[config.mk]
export PLATFORM = sky130hd
export DESIGN_NAME = bram_dp_param
export DESIGN_NICKNAME = d
export VERILOG_FILES = /design/src/rtl/bram_dp_pkg.sv /design/src/rtl/bram_dp_clr_fsm.sv /design/src/rtl/bram_dp_param.sv
export SDC_FILE = /design/constraint.sdc
export NUM_CORES = 1
export LEC_CHECK = 0
export CAP_MARGIN = 20
export CORE_ASPECT_RATIO = 1.75
export CORE_MARGIN = 2
export CORE_UTILIZATION = 40
export DETAILED_ROUTE_END_ITERATION = 10
export HOLD_SLACK_MARGIN = 0.12
export PLACE_DENSITY = 0.56
export SETUP_SLACK_MARGIN = 0.3
export SLEW_MARGIN = 20
export SYNTH_ARGS = -nofsm -noshare
export SYNTH_HDL_FRONTEND = slang
export SYNTH_SLANG_ARGS = --single-unit
[constraint.sdc]
create_clock -name clk -period 3.8 [get_ports clk]
set_clock_uncertainty 0.1 [all_clocks]
set_input_delay 0.76 -clock clk [delete_from_list [all_inputs] [get_ports clk]]
set_output_delay 0.76 -clock clk [all_outputs]
set_load 0.05 [all_outputs]
[src/rtl/bram_dp_pkg.sv]
// Shared encodings for the dual-port block RAM: read-during-write modes
// and the clear-sweep FSM state type.
package bram_dp_pkg;

    localparam int WR_READ_FIRST  = 0;
    localparam int WR_WRITE_FIRST = 1;

    typedef enum logic {
        IDLE  = 1'b0,
        CLEAR = 1'b1
    } clr_state_t;

endpackage

[src/rtl/bram_dp_clr_fsm.sv]
// Clear-sweep controller: walks the address space writing zero, one word per
// cycle; entered on reset and on a clr request while idle.
module bram_dp_clr_fsm
    import bram_dp_pkg::*;
#(
    parameter int ADDR_W = 5
) (
    input  logic              clk,
    input  logic              rst_n,
    input  logic              clr,
    output logic              busy,
    output logic [ADDR_W-1:0] clr_addr,
    output logic              clr_we
);

    clr_state_t        state;
    logic [ADDR_W-1:0] cnt;

    always_ff @(posedge clk or negedge rst_n) begin
        if (!rst_n) begin
            state  <= CLEAR;
            cnt    <= '0;
            busy   <= 1'b1;
            clr_we <= 1'b1;
        end else begin
            case (state)
                IDLE: begin
                    cnt <= '0;
                    if (clr) begin
                        state  <= CLEAR;
                        busy   <= 1'b1;
                        clr_we <= 1'b1;
                    end
                end
                CLEAR: begin
                    // clr is deliberately not sampled here: no restart mid-sweep
                    if (cnt == '1) begin
                        state  <= IDLE;
                        cnt    <= '0;
                        busy   <= 1'b0;
                        clr_we <= 1'b0;
                    end else begin
                        cnt <= cnt + 1'b1;
                    end
                end
            endcase
        end
    end

    assign clr_addr = cnt;

endmodule

[src/rtl/bram_dp_param.sv]
// Dual-port RAM with byte-lane writes, selectable read-during-write mode and a
// hardware clear sweep. Define BRAM_DP_OUTREG_EN for an extra output stage.
module bram_dp_param
    import bram_dp_pkg::*;
#(
    parameter int DATA_W  = 4,
    parameter int LANE_W  = 4,
    parameter int ADDR_W  = 5,
    parameter int WR_MODE = WR_READ_FIRST
) (
    input  logic                       clk,
    input  logic                       rst_n,
    input  logic                       clr,
    output logic                       busy,
    input  logic                       we,
    input  logic [DATA_W/LANE_W-1:0]   be,
    input  logic [ADDR_W-1:0]          a,
    input  logic [DATA_W-1:0]          di,
    input  logic                       re,
    input  logic [ADDR_W-1:0]          dpra,
    input  logic                       dre,
    output logic [DATA_W-1:0]          spo,
    output logic                       spo_vld,
    output logic [DATA_W-1:0]          dpo,
    output logic                       dpo_vld
);

    localparam int NUM_LANES = DATA_W / LANE_W;
    localparam int DEPTH     = 2 ** ADDR_W;

    function automatic logic [DATA_W-1:0] lane_merge(
        input logic [DATA_W-1:0]    old_d,
        input logic [DATA_W-1:0]    wdat,
        input logic [NUM_LANES-1:0] en
    );
        logic [DATA_W-1:0] r;
        r = old_d;
        for (int i = 0; i < NUM_LANES; i++) begin
            if (en[i]) r[i*LANE_W +: LANE_W] = wdat[i*LANE_W +: LANE_W];
        end
        return r;
    endfunction

    logic [DATA_W-1:0] mem [DEPTH];

    logic              clr_we;
    logic [ADDR_W-1:0] clr_addr;
    logic              wr_ok;
    logic              rd_a_ok;
    logic              rd_b_ok;
    logic [DATA_W-1:0] merged_a;
    logic [DATA_W-1:0] rdata_a;
    logic [DATA_W-1:0] rdata_b;

    bram_dp_clr_fsm #(
        .ADDR_W (ADDR_W)
    ) u_clr_fsm (
        .clk      (clk),
        .rst_n    (rst_n),
        .clr      (clr),
        .busy     (busy),
        .clr_addr (clr_addr),
        .clr_we   (clr_we)
    );

    // A clr request takes the cycle: any user access alongside it is dropped.
    assign wr_ok   = we  & ~busy & ~clr;
    assign rd_a_ok = re  & ~busy & ~clr;
    assign rd_b_ok = dre & ~busy & ~clr;

    assign merged_a = lane_merge(mem[a], di, be);
    assign rdata_a  = (WR_MODE == WR_WRITE_FIRST && wr_ok) ? merged_a : mem[a];
    assign rdata_b  = (WR_MODE == WR_WRITE_FIRST && wr_ok && dpra == a) ? merged_a : mem[dpra];

    always_ff @(posedge clk) begin
        if (clr_we) begin
            mem[clr_addr] <= '0;
        end else if (wr_ok) begin
            mem[a] <= merged_a;
        end
    end

    // stage p0: array read
    logic [DATA_W-1:0] spo_p0;
    logic [DATA_W-1:0] dpo_p0;
    logic              vld_a_p0;
    logic              vld_b_p0;

    always_ff @(posedge clk or negedge rst_n) begin
        if (!rst_n) begin
            spo_p0   <= '0;
            dpo_p0   <= '0;
            vld_a_p0 <= 1'b0;
            vld_b_p0 <= 1'b0;
        end else begin
            vld_a_p0 <= rd_a_ok;
            vld_b_p0 <= rd_b_ok;
            if (rd_a_ok) spo_p0 <= rdata_a;
            if (rd_b_ok) dpo_p0 <= rdata_b;
        end
    end

`ifdef BRAM_DP_OUTREG_EN
    // stage p1: optional output register
    logic [DATA_W-1:0] spo_p1;
    logic [DATA_W-1:0] dpo_p1;
    logic              vld_a_p1;
    logic              vld_b_p1;

    always_ff @(posedge clk or negedge rst_n) begin
        if (!rst_n) begin
            spo_p1   <= '0;
            dpo_p1   <= '0;
            vld_a_p1 <= 1'b0;
            vld_b_p1 <= 1'b0;
        end else begin
            vld_a_p1 <= vld_a_p0;
            vld_b_p1 <= vld_b_p0;
            if (vld_a_p0) spo_p1 <= spo_p0;
            if (vld_b_p0) dpo_p1 <= dpo_p0;
        end
    end

    assign spo     = spo_p1;
    assign dpo     = dpo_p1;
    assign spo_vld = vld_a_p1;
    assign dpo_vld = vld_b_p1;
`else
    assign spo     = spo_p0;
    assign dpo     = dpo_p0;
    assign spo_vld = vld_a_p0;
    assign dpo_vld = vld_b_p0;
`endif

endmodule

==> run_results.csv <==
group,metric,value,unit
routing,ant_nets,0,
floorplanning,fp.dieArea,19000,um2
floorplanning,core_region_area,17500,um2
cts,clk_pin_slew,0.05,ns
floorplanning,die_x,105,um
worst_hold_path,min_from,"spo[1]",
setup_path,startpoint,"a[1]",
place,place_inst,767,
synthesis,synth_nets,539,
cts,insertion_delay,0.42,ns
grt,antenna_found_initial,0,
setup_path,r2r_setup_slack,1.31,ns
routing,dr.pass1.iters,7,
place,placed_area,7720,um2
synthesis,synth.avg_cell_area,13.9,um2
timing,min_period,2.98,ns
cells_and_area,area_delta_synth_final,16.8,%
synthesis,syn_area,7150,um2
synthesis,ys_seq_elements,145,
worst_hold_path,hold_path_class,"reg -> reg",
timing,period_share,0.784,
cells_and_area,final_cells,799,
cts,hold_buffers,0,
grt,grt_pass1_vias,4906,
cts,cts_setup_buffers,0,
timing,slew_headroom,0.417,
routing,vias,4582,
grt,grt_max_degree,33,
timing,whs,0.408,ns
setup_path,worstPathArrival,3.07,ns
synthesis,ys_types,40,
run_status,status,"finished, final reports clean",
routing,drt-vias-per-instance,5.73,
cells_and_area,fin_nets,578,
setup_path,cp_data_required_time,3.89,ns
routing,wl_per_cell,24.9,um
grt,grt_overflow_total,0,
synthesis,synthCells,516,
timing,setup_violations,0,
cts,cts_tree,"built",
place,io_buffers,31,
timing,report.final.slew_viol_count,0,
place,gp_congestion,0.932,
cts,cts-resized-gates,0,
synthesis,synth-edff-count,128,
setup_path,end_kind,"register",
cts,cts_root_buf,"clkbuf_16",
power_and_ir_drop,p_leak,3.26,nW
cts,clock_sinks,145,
floorplanning,die_h,181,um
cells_and_area,fin_area,8350,um2
routing,wl,19900,um
power_and_ir_drop,ir_worst_vdd,0.353,mV
routing,drc,0,
setup_path,critPathLaunchType,"input pin",
timing,tns,0,ns
timing,rsz0062_at_grt,"false",
setup_path,crit_type,"in -> reg",
power_and_ir_drop,p_per_area,551,nW/um2
setup_path,crit_fanout,32,
floorplanning,io_pins,32,
cells_and_area,antenna_cells,0,
cts,htreeDepth,4,
grt,grt_pass1_wl,29400,um
timing,tightest_slew,0.872,ns
floorplanning,rows,64,
setup_path,r2r-start,"u_clr_fsm.busy",
synthesis,async_flop_share,0.117,
floorplanning,initial_utilization,0.408,
synthesis,seq_area_frac_synth,0.598,
job,drv_cap,0,
synthesis,ys.flop_type,"edfxtp_1",
cells_and_area,drive_above_1_share,0.121,
timing,max_clock_freq,336,MHz
timing,finalHoldViolations,0,
place,dpl.hpwl,14600,um
routing,drt_iter0_drc,262,
grt,gr-usage-all-layers,0.215,
synthesis,ys_warn_count,0,
cts,numCtsBuffers,17,
cts,clk_path_buf_depth,2,
-- layout make-up --
type,count,area (um2)
Fill cell,1523,9190
Inverter,6,22.5
Clock buffer,22,474
Tap cell,231,289
Sequential cell,145,4270
Clock inverter,10,158
Timing Repair Buffer,51,493
Multi-Input combinational cell,334,2640
-- Yosys cell counts (5+ instances only) --
| master | count | area (um2) |
|---|---|---|
| o22ai_1 | 5 | 31.3 |
| mux2_2 | 5 | 56.3 |
| nor2b_1 | 5 | 31.3 |
| a21oi_1 | 24 | 120 |
| nor2_1 | 41 | 154 |
| buf_4 | 10 | 75.1 |
| nand3_1 | 6 | 30.0 |
| inv_1 | 6 | 22.5 |
| and2_1 | 5 | 31.3 |
| a22o_1 | 8 | 70.1 |
| edfxtp_1 | 128 | 3840 |
| nand2_1 | 12 | 45.0 |
| dfrtp_1 | 15 | 375 |
| nand2b_1 | 9 | 56.3 |
| a22oi_1 | 45 | 338 |
| clkbuf_1 | 9 | 33.8 |
| a221oi_1 | 7 | 61.3 |
| buf_2 | 5 | 25.0 |
| mux2i_1 | 131 | 1310 |
-- report_power, final --
part / internal [W] / switching (W)
Clock: 0.00115 / 0.000625
Sequential: 0.00189 / 0.0000906
Combinational: 0.000276 / 0.000574
Total: 0.00331 / 0.00129
-- stage by stage --
| stage | power, W | utilization | worst slack (ns) |
|---|---|---|---|
| final | 0.00460 | 0.476 | 0.820 |
| after global routing | 0.00476 | 0.476 | 0.679 |
| after CTS | 0.00463 | 0.476 | 0.805 |
| after detailed placement | 0.00286 | 0.440 | 0.359 |
| after global placement | 0.00285 | 0.440 | 0.434 |
| after floorplan | 0.00252 | - | 1.16 |
-- worst paths after layout --
path                            depth (start not counted)                     to
min in group asynchronous                               1                 dpo[0]
worst min-delay path                                    1                 spo[1]
worst max-delay path                                    7             mem[29][1]
worst min register to register                          1                 spo[1]
worst max register to register                          5             mem[24][0]
max in group asynchronous                               1  u_clr_fsm.clr_addr[2]
-- registers in the layout (all words and copies together), names as in the netlist --
register            flops
mem                   128
u_clr_fsm.clr_addr      5
dpo                     4
spo                     4
dpo_vld                 1
spo_vld                 1
u_clr_fsm.busy          1
u_clr_fsm.state         1
-- kinds of logic after synthesis --
kind of cell             synth area share
AND/OR/NAND/NOR                    0.0583
adder cells (fa/ha/maj)           0.00350
multiplexers                        0.191
buffers and inverters              0.0327
flip-flops                          0.598
AO/OA/AOI/OAI                       0.114
XOR/XNOR                          0.00245
-- layout by cell type (no fill, tap or decap), types with 3 or more instances in the layout --
cell type,n
buf_4,19
and2_1,5
mux2i_1,131
bufinv_16,4
a22oi_1,45
mux2_2,5
o41ai_2,4
buf_12,3
a22o_1,8
inv_1,6
clkbuf_8,3
o211a_1,4
nand3_1,6
a22oi_2,3
edfxtp_1,128
a21oi_1,24
clkbuf_16,17
nor2b_1,5
a221oi_1,7
clkdlybuf4s50_1,29
nor4_1,4
o22ai_1,5
nand2b_1,9
nand2_1,12
nor2_1,41
dfrtp_1,15
-- per-layer routing --
| layer | GRT usage | wire length, um | vias up |
|---|---|---|---|
| met1 | 0.216 | 7170 | 2310 |
| li1 | - | - | 2101 |
| met5 | 0 | 0 | - |
| met3 | 0.0411 | 655 | 41 |
| met2 | 0.411 | 11100 | 130 |
| met4 | 0.113 | 927 | 0 |
-- worst max-delay path, stage by stage --
cell and delay [ns]:
clkdlybuf4s50_1 0.50, and2_1 0.40, a22oi_1 0.24, a21oi_1 0.12, nor4_1 0.49, o211a_1 0.20
buf_4 0.34
Power figures use the tool's default switching activity.
